### src/rtl/floo_mcast_output_scheduler.sv
// floo_mcast_output_scheduler: round-robin owner selection for one router output.
// Holds a wormhole lock across multi-flit packets and keeps unaccepted offers stable.
// Optional starvation priority is enabled by defining FLOO_MCAST_SCHED_STARVE_EN.
module floo_mcast_output_scheduler #(
  parameter int unsigned NumReq    = 5,
  parameter int unsigned DataWidth = 64,
  parameter int unsigned MaxStarve = 15
) (
  input  logic                          clk_i,
  input  logic                          rst_i,
  input  logic [NumReq-1:0]             valid_i,
  output logic [NumReq-1:0]             ready_o,
  input  logic [NumReq*DataWidth-1:0]   data_i,
  input  logic [NumReq-1:0]             last_i,
  output logic                          valid_o,
  input  logic                          ready_i,
  output logic [DataWidth-1:0]          data_o,
  output logic                          last_o,
  output logic [$clog2(NumReq)-1:0]     gnt_idx_o,
  output logic                          locked_o
);

  localparam int unsigned IdxW = $clog2(NumReq);

  typedef enum logic [1:0] {
    IDLE,
    HOLD,
    LOCKED
  } state_e;

  state_e          state_q, state_d;
  logic [IdxW-1:0] ptr_q, ptr_d;
  logic [IdxW-1:0] sel_q, sel_d;
  logic [IdxW-1:0] rr_idx, win_idx, offer_idx;
  logic            rr_found, any_valid, offer_valid, offer_last, hs;

  assign any_valid = |valid_i;

  // Round-robin scan starting just after the last-served requester.
  always_comb begin
    int unsigned cand;
    rr_idx   = ptr_q;
    rr_found = 1'b0;
    cand     = 0;
    for (int unsigned i = 1; i <= NumReq; i++) begin
      cand = int'(ptr_q) + i;
      if (cand >= NumReq) cand = cand - NumReq;
      if (!rr_found && valid_i[cand]) begin
        rr_found = 1'b1;
        rr_idx   = IdxW'(cand);
      end
    end
  end

`ifdef FLOO_MCAST_SCHED_STARVE_EN
  localparam int unsigned AgeW = $clog2(MaxStarve + 1);

  logic [AgeW-1:0] age_q [NumReq];
  logic            starve_found;
  logic [IdxW-1:0] starve_idx;

  // Lowest-index waiting requester whose age has saturated overrides round-robin.
  always_comb begin
    starve_found = 1'b0;
    starve_idx   = '0;
    for (int unsigned k = 0; k < NumReq; k++) begin
      if (!starve_found && valid_i[k] && (age_q[k] == AgeW'(MaxStarve))) begin
        starve_found = 1'b1;
        starve_idx   = IdxW'(k);
      end
    end
  end

  assign win_idx = starve_found ? starve_idx : rr_idx;

  // Ages count cycles spent waiting; they saturate and clear on accept or withdrawal.
  always_ff @(posedge clk_i) begin
    if (rst_i) begin
      for (int unsigned k = 0; k < NumReq; k++) age_q[k] <= '0;
    end else begin
      for (int unsigned k = 0; k < NumReq; k++) begin
        if (!valid_i[k] || ready_o[k]) age_q[k] <= '0;
        else if (age_q[k] != AgeW'(MaxStarve)) age_q[k] <= age_q[k] + AgeW'(1);
      end
    end
  end
`else
  logic unused_max_starve;
  assign unused_max_starve = (MaxStarve != 0);
  assign win_idx = rr_idx;
`endif

  // Owner selection and next-state decode; only the owner is visible outside IDLE.
  always_comb begin
    state_d     = state_q;
    ptr_d       = ptr_q;
    sel_d       = sel_q;
    offer_valid = 1'b0;
    offer_idx   = ptr_q;
    unique case (state_q)
      IDLE: begin
        if (any_valid) begin
          offer_valid = 1'b1;
          offer_idx   = win_idx;
        end
      end
      HOLD, LOCKED: begin
        offer_valid = valid_i[sel_q];
        offer_idx   = sel_q;
      end
      default: ;
    endcase
    if (rst_i) begin
      offer_valid = 1'b0;
      offer_idx   = '0;
    end
    offer_last = last_i[offer_idx];
    hs         = offer_valid & ready_i;
    unique case (state_q)
      IDLE: begin
        if (any_valid) begin
          if (hs && offer_last) begin
            ptr_d = win_idx;
          end else begin
            state_d = hs ? LOCKED : HOLD;
            sel_d   = win_idx;
          end
        end
      end
      HOLD: begin
        if (hs) begin
          if (offer_last) begin
            state_d = IDLE;
            ptr_d   = sel_q;
          end else begin
            state_d = LOCKED;
          end
        end
      end
      LOCKED: begin
        if (hs && offer_last) begin
          state_d = IDLE;
          ptr_d   = sel_q;
        end
      end
      default: state_d = IDLE;
    endcase
  end

  // Output mux; data and tail flag read as zero whenever nothing is offered.
  always_comb begin
    valid_o   = offer_valid;
    gnt_idx_o = offer_idx;
    data_o    = offer_valid ? data_i[offer_idx*DataWidth +: DataWidth] : '0;
    last_o    = offer_valid & offer_last;
    locked_o  = (state_q != IDLE) & ~rst_i;
    ready_o   = '0;
    for (int unsigned k = 0; k < NumReq; k++) begin
      ready_o[k] = hs & (offer_idx == IdxW'(k));
    end
  end

  // State register; reset makes requester 0 the first round-robin winner.
  always_ff @(posedge clk_i) begin
    if (rst_i) begin
      state_q <= IDLE;
      ptr_q   <= IdxW'(NumReq - 1);
      sel_q   <= '0;
    end else begin
      state_q <= state_d;
      ptr_q   <= ptr_d;
      sel_q   <= sel_d;
    end
  end

  hold_offer_kept: assert property (@(posedge clk_i) disable iff (rst_i)
    (state_q == HOLD) |-> valid_i[sel_q]);

endmodule
### config.mk
export PLATFORM = sky130hd
export DESIGN_NAME = floo_mcast_output_scheduler
export DESIGN_NICKNAME = d
export VERILOG_FILES = /design/src/rtl/floo_mcast_output_scheduler.sv
export SDC_FILE = /design/constraint.sdc
export NUM_CORES = 1
export LEC_CHECK = 0
export BUFFER_PORTS_ARGS = -buffer_cell sky130_fd_sc_hd__buf_2
export CORE_AREA = 2 2 160 162
export CTS_CLUSTER_SIZE = 12
export DETAILED_ROUTE_END_ITERATION = 10
export DIE_AREA = 0 0 162 164
export GPL_TIMING_DRIVEN = 0
export PLACE_DENSITY = 0.52
export REMOVE_ABC_BUFFERS = 1
export SLEW_MARGIN = 5
export SYNTH_ARGS = -nofsm -noshare
export SYNTH_HDL_FRONTEND = slang
export SYNTH_SLANG_ARGS = --single-unit
### constraint.sdc
create_clock -name clk_i -period 5.3 [get_ports clk_i]
set_input_delay 0.265 -clock clk_i [delete_from_list [all_inputs] [get_ports clk_i]]
set_output_delay 0.265 -clock clk_i [all_outputs]
set_load 0.02 [all_outputs]
==> impl_metrics.yaml <==
status:
  status: "finished clean"
sta:
  relSlewSlack_pct: 23.9
  fin_crit_ns: 5.09
  tightestPinTransition_ns: 1.14
  finalSetupViolCount: 0
  layout_setup_ws_ns: 0.211
  min_period_over_period_pct: 96.0
  rsz0062_at_grt: "false"
  slew_viol_final: 0
  hold_violations: 0
  clock_skew_ns: 0.00106
  whs_ns: 0.510
  max_freq_mhz: 196
worst_setup_path:
  critPathKind: "register to output pin"
  endpoint_kind: "output pin"
  critPathMaxFanout: 35
  worst-path-buf-inv: 5
  path_depth: 16
  startpoint_type: "register"
  cp_data_required_time_ns: 5.04
  critPathArrivalTime_ns: 4.82
  cp_cell_sequence: "inv_1 -> ha_2 -> a211oi_2 -> mux2_2 -> a221oi_4 -> or2_2 -> nor2_1 -> o41ai_4 -> buf_4 -> nor3_2 -> o31a_4 -> buf_12 -> nor3_4 -> buf_12 -> a32o_1 -> buf_2"
  worstRegToRegCells: 13
  max_stage_delay_ns: 0.47
  slowest_stage: "o41ai_4"
  crit_family: "compound AO/OA/AOI/OAI gates"
  crit_top_cell: "buf_12"
placed_design:
  placed_area_um2: 7300
  place_ws_ns: -2.31
  hpwl_um: 23100
  gp_congestion: 0.852
  io_buffers: 407
synthesis:
  yosysTopAreaCell: "nand2_1"
  synth_cell_types: 88
  synthCells: 758
  seq_area_frac_synth_pct: 3.23
  synth_top_area_share_pct: 11.7
  synth_edf_count: 0
  synth_flop_cell: "dfxtp_1"
  avgSynthCellArea_um2: 6.54
  synth_warnings: 0
  synth.area.top_cells: "nand2_1 12%, o221ai_1 7.8%, a21oi_1 6.1%"
  ys_ff_latch: 8
  async_reset_ff_share_pct: 0
  synth_area_um2: 4960
clock_tree:
  cts_buffers: 3
  clkTransAtPathRegs_ns: 0.04
  cts_sinks: 8
  htree_levels: 1
  cts_hold_buf: 0
  cts_root_buf: "clkbuf_16"
  cts_buffer_depth: 2
  clk-insertion-delay-late_ns: 0.23
  cts_tree: "yes"
detailed_routing:
  final_antenna_net_count: 0
  routed_wl_um: 31300
  avgRoutedWirePerCell_um: 21.4
  drc_errors: 0
  via_count: 7917
  first_pass_iters: 5
  drt_iter0_markers: 632
  viasPerCell: 5.40
floorplan:
  start_util_pct: 20.0
  pin_count: 408
  rows: 58
  die_w_um: 162
  fp.coreArea_um2: 24800
  die-height_um: 164
  die_area_um2: 26600
final_layout:
  syn_to_final_growth_pct: 58.7
  final_area_um2: 7870
  final_nets: 1480
  multiInputGateArea_um2: 4590
  layout_commonest_cell: "buf_2"
  nFillCells: 2760
  register_area_um2: 171
  layout_common_cells: "405 x buf_2, 153 x nand2_1, 60 x a21oi_1"
  drive_gt1_share_pct: 45.6
global_routing:
  grt_pass1_wl_um: 43800
  grt_max_degree: 52
  grt_overflow: 0
  grt_pass1_vias: 7336
  antenna_found_initial: 5
  track_usage_pct: 21.4
flow_run:
  cap_violations: 0
power_and_ir_drop:
  power.total_mw: 7.91
  max-vdd-ir-drop_mv: 0.546
  leakagePower_nw: 3.56
  power.density_nw_per_um2: 1010
hold_path:
  holdCritPathClass: "register to register"
  hold_depth: 2
[worst register-to-register path, delay by kind of cell (launching register included)]
family | cells | cell delay (ns)
buf+inv | 2 | 0.41
simple gates | 3 | 1.00
compound gates | 7 | 2.74
fa+ha+maj | 1 | 0.22
flops | 1 | 0.42
[cell families (layout without fill, tap and decap cells)]
logic type | count (synthesis) | count (layout) | synth area share, %
xor+xnor | 7 | 7 | 1.54
other cells | 0 | 4 | 0
mux | 29 | 29 | 6.34
compound gates | 293 | 295 | 46.4
buf+inv | 96 | 465 | 8.66
simple gates | 311 | 313 | 30.3
flops | 8 | 8 | 3.23
fa+ha+maj | 14 | 14 | 3.53
[final cells by class]
type	instances	share of cell area, %
Clock buffer	3	0.955
Antenna cell	4	0.127
Multi-Input combinational cell	658	58.4
Timing Repair Buffer	443	31.9
Sequential cell	8	2.18
Timing Repair inverter	1	0.0955
Inverter	18	1.05
Tap cell	330	5.25
[power by group]
| group | switching, mW | internal (mW) |
|---|---|---|
| Combinational | 4.88 | 2.76 |
| Sequential | 0.0503 | 0.0911 |
| Clock | 0.0326 | 0.0976 |
[cells in the mapped netlist, drive strengths merged, types with 14 or more instances]
master,number
a21oi,60
a31oi,38
a32o,22
buf,38
clkbuf,40
ha,14
inv,18
mux2i,22
nand2,154
nand3,32
nor2,24
nor3,41
o21ai,18
o221ai,45
o32a,21
[worst paths after layout]
path         slack (ns)                  start                    end
max                0.21  ptr_q[2]$_SDFFE_PP1P_             data_o[60]
min                0.51  sel_q[2]$_SDFFE_PP0P_  sel_q[2]$_SDFFE_PP0P_
max reg2reg        0.43  ptr_q[1]$_SDFFE_PP0P_  ptr_q[1]$_SDFFE_PP0P_
min reg2reg        0.51  sel_q[2]$_SDFFE_PP0P_  sel_q[2]$_SDFFE_PP0P_
[registers in the layout, summed over array words and instances (netlist names)]
register / cells
ptr_q: 3
sel_q: 3
state_q: 2
[what timing repair did]
item                       in CTS  in global routing
setup endpoints to repair      81                 66
gates resized for setup        26                 10
pin swaps                       7                  3
buffers inserted               14                 12
cloned                          5                  0
[stage by stage]
step                utilization, %  setup TNS, ns  instances
detailed placement            29.4        -130.68       1427
global placement              28.4        -371.98       1417
floorplan                        -        -122.44        680
global route                  31.7              0       1465
finish                        31.7              0       1465
CTS                           30.9              0       1449
[layer usage]
layer  vias to the layer above  part of all wire, %  global-route usage [%]
met4                         0                  2.8                    6.56
met3                        45                  8.8                    4.82
li1                       3736                    -                       -
met2                       436                   48                    36.5
met5                         -                    0                       0
met1                      3700                   40                    26.9
Note: power is estimated with default switching activity, not from simulation.
